## src/rtl/seg7_scan_ctrl.sv

```systemverilog
// Multiplexed 7-seg scan controller driving one shared hex decoder.
// Define SEG7_LZB_EN to blank leading-zero digits.
module seg7_scan_ctrl #(
    parameter int NUM_DIGITS   = 4,
    parameter int DWELL_CYCLES = 50000,
    parameter int BLANK_CYCLES = 500
) (
    input  logic                    clk,
    input  logic                    rst,
    input  logic                    enable,
    input  logic                    load,
    input  logic [4*NUM_DIGITS-1:0] value,
    output logic                    load_ack,
    output logic [3:0]              dec_in,
    input  logic [6:0]              dec_out,
    output logic [6:0]              seg,
    output logic [NUM_DIGITS-1:0]   dig_en_n,
    output logic                    frame_done
);
    localparam int DW   = 4 * NUM_DIGITS;
    localparam int CMAX = (DWELL_CYCLES > BLANK_CYCLES) ? DWELL_CYCLES : BLANK_CYCLES;
    localparam int CW   = $clog2(CMAX + 1);
    localparam int IW   = $clog2(NUM_DIGITS);

    localparam logic [1:0] IDLE  = 2'd0;
    localparam logic [1:0] BLANK = 2'd1;
    localparam logic [1:0] DWELL = 2'd2;

    localparam logic [CW-1:0] B_LAST = CW'(BLANK_CYCLES - 1);
    localparam logic [CW-1:0] D_LAST = CW'(DWELL_CYCLES - 1);
    localparam logic [IW-1:0] I_LAST = IW'(NUM_DIGITS - 1);
    localparam logic [NUM_DIGITS-1:0] ONE = NUM_DIGITS'(1);

    logic [1:0]    state;
    logic [CW-1:0] cnt;
    logic [IW-1:0] idx;
    logic [DW-1:0] active;
    logic [DW-1:0] pending;
    logic          pend_flag;

    logic [IW-1:0] idx_nx;
    logic [3:0]    nxt_nib;
    logic [6:0]    dwell_seg;

    always_comb begin
        idx_nx  = idx + IW'(1);
        nxt_nib = 4'h0;
        for (int k = 0; k < NUM_DIGITS; k++) begin
            if (idx_nx == IW'(k)) nxt_nib = active[4*k +: 4];
        end
    end

`ifdef SEG7_LZB_EN
    logic lz;

    // Digit k>0 is a leading zero when it and every higher nibble are zero.
    always_comb begin
        lz = 1'b0;
        for (int k = 1; k < NUM_DIGITS; k++) begin
            if (idx == IW'(k)) lz = ((active >> (4*k)) == '0);
        end
        dwell_seg = lz ? 7'h7F : dec_out;
    end
`else
    always_comb begin
        dwell_seg = dec_out;
    end
`endif

    always_ff @(posedge clk) begin
        if (rst) begin
            state      <= IDLE;
            cnt        <= '0;
            idx        <= '0;
            active     <= '0;
            pending    <= '0;
            pend_flag  <= 1'b0;
            seg        <= 7'h7F;
            dig_en_n   <= '1;
            dec_in     <= 4'h0;
            load_ack   <= 1'b0;
            frame_done <= 1'b0;
        end else begin
            load_ack   <= 1'b0;
            frame_done <= 1'b0;
            if (load) begin
                pending   <= value;
                pend_flag <= 1'b1;
            end
            if (!enable) begin
                state    <= IDLE;
                cnt      <= '0;
                idx      <= '0;
                seg      <= 7'h7F;
                dig_en_n <= '1;
                dec_in   <= 4'h0;
            end else begin
                case (state)
                    IDLE: begin
                        state    <= BLANK;
                        cnt      <= '0;
                        idx      <= '0;
                        seg      <= 7'h7F;
                        dig_en_n <= '1;
                        dec_in   <= active[3:0];
                    end
                    BLANK: begin
                        if (cnt == B_LAST) begin
                            state    <= DWELL;
                            cnt      <= '0;
                            seg      <= dwell_seg;
                            dig_en_n <= ~(ONE << idx);
                        end else begin
                            cnt <= cnt + CW'(1);
                        end
                    end
                    DWELL: begin
                        seg <= dwell_seg;
                        if (cnt == D_LAST) begin
                            state    <= BLANK;
                            cnt      <= '0;
                            seg      <= 7'h7F;
                            dig_en_n <= '1;
                            if (idx == I_LAST) begin
                                idx        <= '0;
                                frame_done <= 1'b1;
                                // New frame starts from the value applied here.
                                if (pend_flag) begin
                                    active    <= pending;
                                    pend_flag <= load;
                                    load_ack  <= 1'b1;
                                    dec_in    <= pending[3:0];
                                end else begin
                                    dec_in <= active[3:0];
                                end
                            end else begin
                                idx    <= idx_nx;
                                dec_in <= nxt_nib;
                            end
                        end else begin
                            cnt <= cnt + CW'(1);
                        end
                    end
                    default: begin
                        state <= IDLE;
                    end
                endcase
            end
        end
    end
endmodule
```

## config.mk

```make
export PLATFORM = sky130hd
export DESIGN_NAME = seg7_scan_ctrl
export DESIGN_NICKNAME = d
export VERILOG_FILES = /design/src/rtl/seg7_scan_ctrl.sv
export SDC_FILE = /design/constraint.sdc
export NUM_CORES = 1
export LEC_CHECK = 0
export ABC_CLOCK_PERIOD_IN_PS = 1970
export CORE_MARGIN = 2
export CORE_UTILIZATION = 49
export CTS_CLUSTER_DIAMETER = 150
export DETAILED_ROUTE_END_ITERATION = 10
export GPL_ROUTABILITY_DRIVEN = 0
export PLACE_DENSITY = 0.76
export SYNTH_ARGS = -nofsm -noshare
export SYNTH_HDL_FRONTEND = slang
export SYNTH_SLANG_ARGS = --single-unit
```

## constraint.sdc

```tcl
create_clock -name clk -period 1.97 [get_ports clk]
set_input_delay 0.394 -clock clk [delete_from_list [all_inputs] [get_ports clk]]
set_output_delay 0.394 -clock clk [all_outputs]
set_load 0.005 [all_outputs]
```

==> out/results.ini <==
[synthesis]
ys_warn_count=0
synth_top_family_by_area=simple AND/OR/NAND/NOR gates
muxShareOfSynthArea_pct=5.138
synth_area_um2=3312
ys.flop_type=dfxtp_1
ys_seq_area_share_pct=42.31
synth_compound_area_share_pct=18.28
async_flop_share_pct=0
ys_types=54
synth_xor_area_share_pct=3.702
syn-instance-count=377
yosys_register_bits=70
yosys.area_share.simple_pct=21.76
synth-edff-count=0
syn_area_per_cell_um2=8.785
synth_nets=414
synthAdderAreaFrac_pct=3.778

[worst_setup_path]
critPathLaunch=cnt[8]$_SDFFE_PP0P_
r2r_setup_slack_ps=50
path_delay_family=simple AND/OR/NAND/NOR gates
reg2reg_depth=5
worstPathCellList=nor3b_2 -> nand3_2 -> or4_4 -> o21ai_0 -> a21oi_1
crit_arrival_ps=2140
worstSetupStartpointType=flop
endpoint_kind=flop
cp_slowest_cell=or4_4
crit_fanout=19
cpPeakStageDelay_ps=640
critPathKind=flop to flop
r2r-end=active[2]$_SDFFE_PP0P_
required_ps=2190
r2r-start=cnt[8]$_SDFFE_PP0P_
critPathBufInv=0

[run_status]
outcome=complete, no violations

[die]
core_um2=6459
initial_utilization_pct=51.28
ios=44
fp.dieArea_um2=7433
die_x_um=86.22
rows=29
die_h_um=86.22

[layout]
diodes=0
final_cell_mix=dfxtp_1 (67), clkdlybuf4s50_1 (43), nor2_1 (32)
nFillCells=524
final_common_cell=dfxtp_1
final_core_util_pct=64.20
syn_to_final_growth_pct=25.20
final_net_count=465
drive_gt1_share_pct=14.55
final_cell_area_um2=4146

[global_route]
grt_start_max_net_pins=36
antenna_found_initial=0
grt_overflow_total=0
grt_pass1_wl_um=12640
track_usage_pct=21.15
first_global_vias=2766

[clocking]
cts_tree=built
worstSkewPairLatency_ps=350
ctsHoldBuffers=0
h-tree-depth=3
clockBufferDepth=2
root_buffer=clkbuf_8
clock-sinks=70
clk_pin_slew_ps=70
cts_buffers=9

[min_path]
min_path_type=flop to flop
hold_path_end=active[6]$_SDFFE_PP0P_
holdCritStartpoint=pending[6]$_SDFFE_PP0P_
whs_path_depth=2

[sta]
final.period_utilization_pct=97.43
setup_slack_ps=50.62
max_clock_freq_ghz=0.5210
hold_violations=0
skew_ps=10.10
worstMarginPinSlew_ps=535.5
report.final.slew_viol_count=0
setup_viol=0
min_period_ps=1919
rsz0062_at_grt=true
whs_ps=466.9
slew_headroom_pct=64.26

[pwr]
p_leak_nw=1.562
vdd_ir_drop_max_v=0.0003305
power_density_nw_per_um2=679.3
p_total_mw=2.817

[job]
drv_cap=0

[drt]
dr.pass1.iters=5
first_iter_violations=134
wl_per_cell_um=14.79
drt.antenna.violating_nets=0
drcViolationCount=0
viasPerCell=5.645
vias=2879
routed_wl_um=7541

[placement]
place_ws_ps=-12.17
io_buffers=43
hpwlAfterDp_um=5131
place_area_um2=3902

[cell families (layout without fill, tap and decap cells)]
kind of cell	count (synthesis)	count (layout)
simple gates	131	131
compound gates	99	99
flops	70	70
buf+inv	36	92
mux	17	17
xor+xnor	14	14
fa+ha+maj	10	10
[worst register-to-register path: cells and delay by family (launching register included)]
kind | cells | cell delay [ps]
flip-flops | 1 | 390
AND/OR/NAND/NOR | 3 | 1060
AO/OA/AOI/OAI | 2 | 350
[flip-flops by register name, indices dropped and copies added (netlist names)]
register,count
active,16
cnt,16
pending,16
seg,7
dec_in,4
dig_en_n,4
idx,2
state,2
frame_done,1
load_ack,1
pend_flag,1
[what timing repair did]
item,in CTS,in global routing
pin swaps,1,4
gates cloned,0,0
gates resized for setup,2,13
setup buffers,0,1
endpoints found under the setup margin,7,34
[per-layer routing]
metal / vias to the layer above / routed length [um] / part of all wire, % / global-route usage [%]
li1: 1445 / - / - / -
met1: 1353 / 3544 / 47 / 27.75
met2: 69 / 3574 / 47 / 34.46
met3: 12 / 315 / 4.2 / 3.905
met4: 0 / 107 / 1.4 / 8.665
met5: - / 0 / 0 / 0
[Yosys cell counts (2+ instances only)]
| cell | n | share of area, % |
|---|---|---|
| and3b_1 | 5 | 1.3 |
| xor2_1 | 7 | 1.9 |
| o31ai_1 | 5 | 1.1 |
| clkbuf_1 | 16 | 1.8 |
| o21ai_2 | 2 | 0.53 |
| a22oi_1 | 4 | 0.91 |
| o21ai_0 | 27 | 4.1 |
| and3_1 | 2 | 0.38 |
| a211oi_1 | 19 | 4.3 |
| nor4bb_1 | 2 | 0.60 |
| a21oi_1 | 27 | 4.1 |
| inv_1 | 6 | 0.68 |
| o21ai_1 | 6 | 0.91 |
| buf_2 | 6 | 0.91 |
| dfxtp_1 | 70 | 42 |
| nand4_1 | 3 | 0.57 |
| ha_1 | 10 | 3.8 |
| nand3_1 | 25 | 3.8 |
| mux2i_1 | 17 | 5.1 |
| nor3_1 | 14 | 2.1 |
| nor2b_1 | 7 | 1.3 |
| nand2b_1 | 2 | 0.38 |
| buf_1 | 3 | 0.34 |
| a21o_1 | 2 | 0.45 |
| nand2_1 | 24 | 2.7 |
| nor2_1 | 32 | 3.6 |
| xnor2_1 | 7 | 1.9 |
[area by class of cell]
cell class	instances	area, um2	share of cell area [%]
multi-input cells	271	1787	43.09
well taps	77	96.34	2.323
inverters	7	26.28	0.6337
flip-flops and latches	70	1405	33.89
clock buffers	13	168.9	4.074
repair buffers	69	645.6	15.57
clock inverters	3	17.52	0.4224
[per-stage QoR]
step                cells  setup TNS (ps)
floorplan             377               0
global placement      493               0
detailed placement    493          -31.21
CTS                   509               0
global route          510          -14.12
finish                510               0
[worst max-delay path by stage]
stage          cells after the start  slack (ps)                       to
6_report                           5          50   active[2]$_SDFFE_PP0P_
5_1_grt                            8         -10     cnt[13]$_SDFFE_PP0P_
4_1_cts                            8          10     cnt[13]$_SDFFE_PP0P_
3_5_place_dp                       5         -10   active[4]$_SDFFE_PP0P_
3_3_place_gp                       5          30   active[0]$_SDFFE_PP0P_
2_1_floorplan                      8          20  active[10]$_SDFFE_PP0P_
[power breakdown]
part,internal (mW),switching (mW)
sequential,1.45,0.0220
clock,0.556,0.520
combinational,0.131,0.140
total,2.14,0.681
No activity file was read; power rests on OpenSTA's default activity.
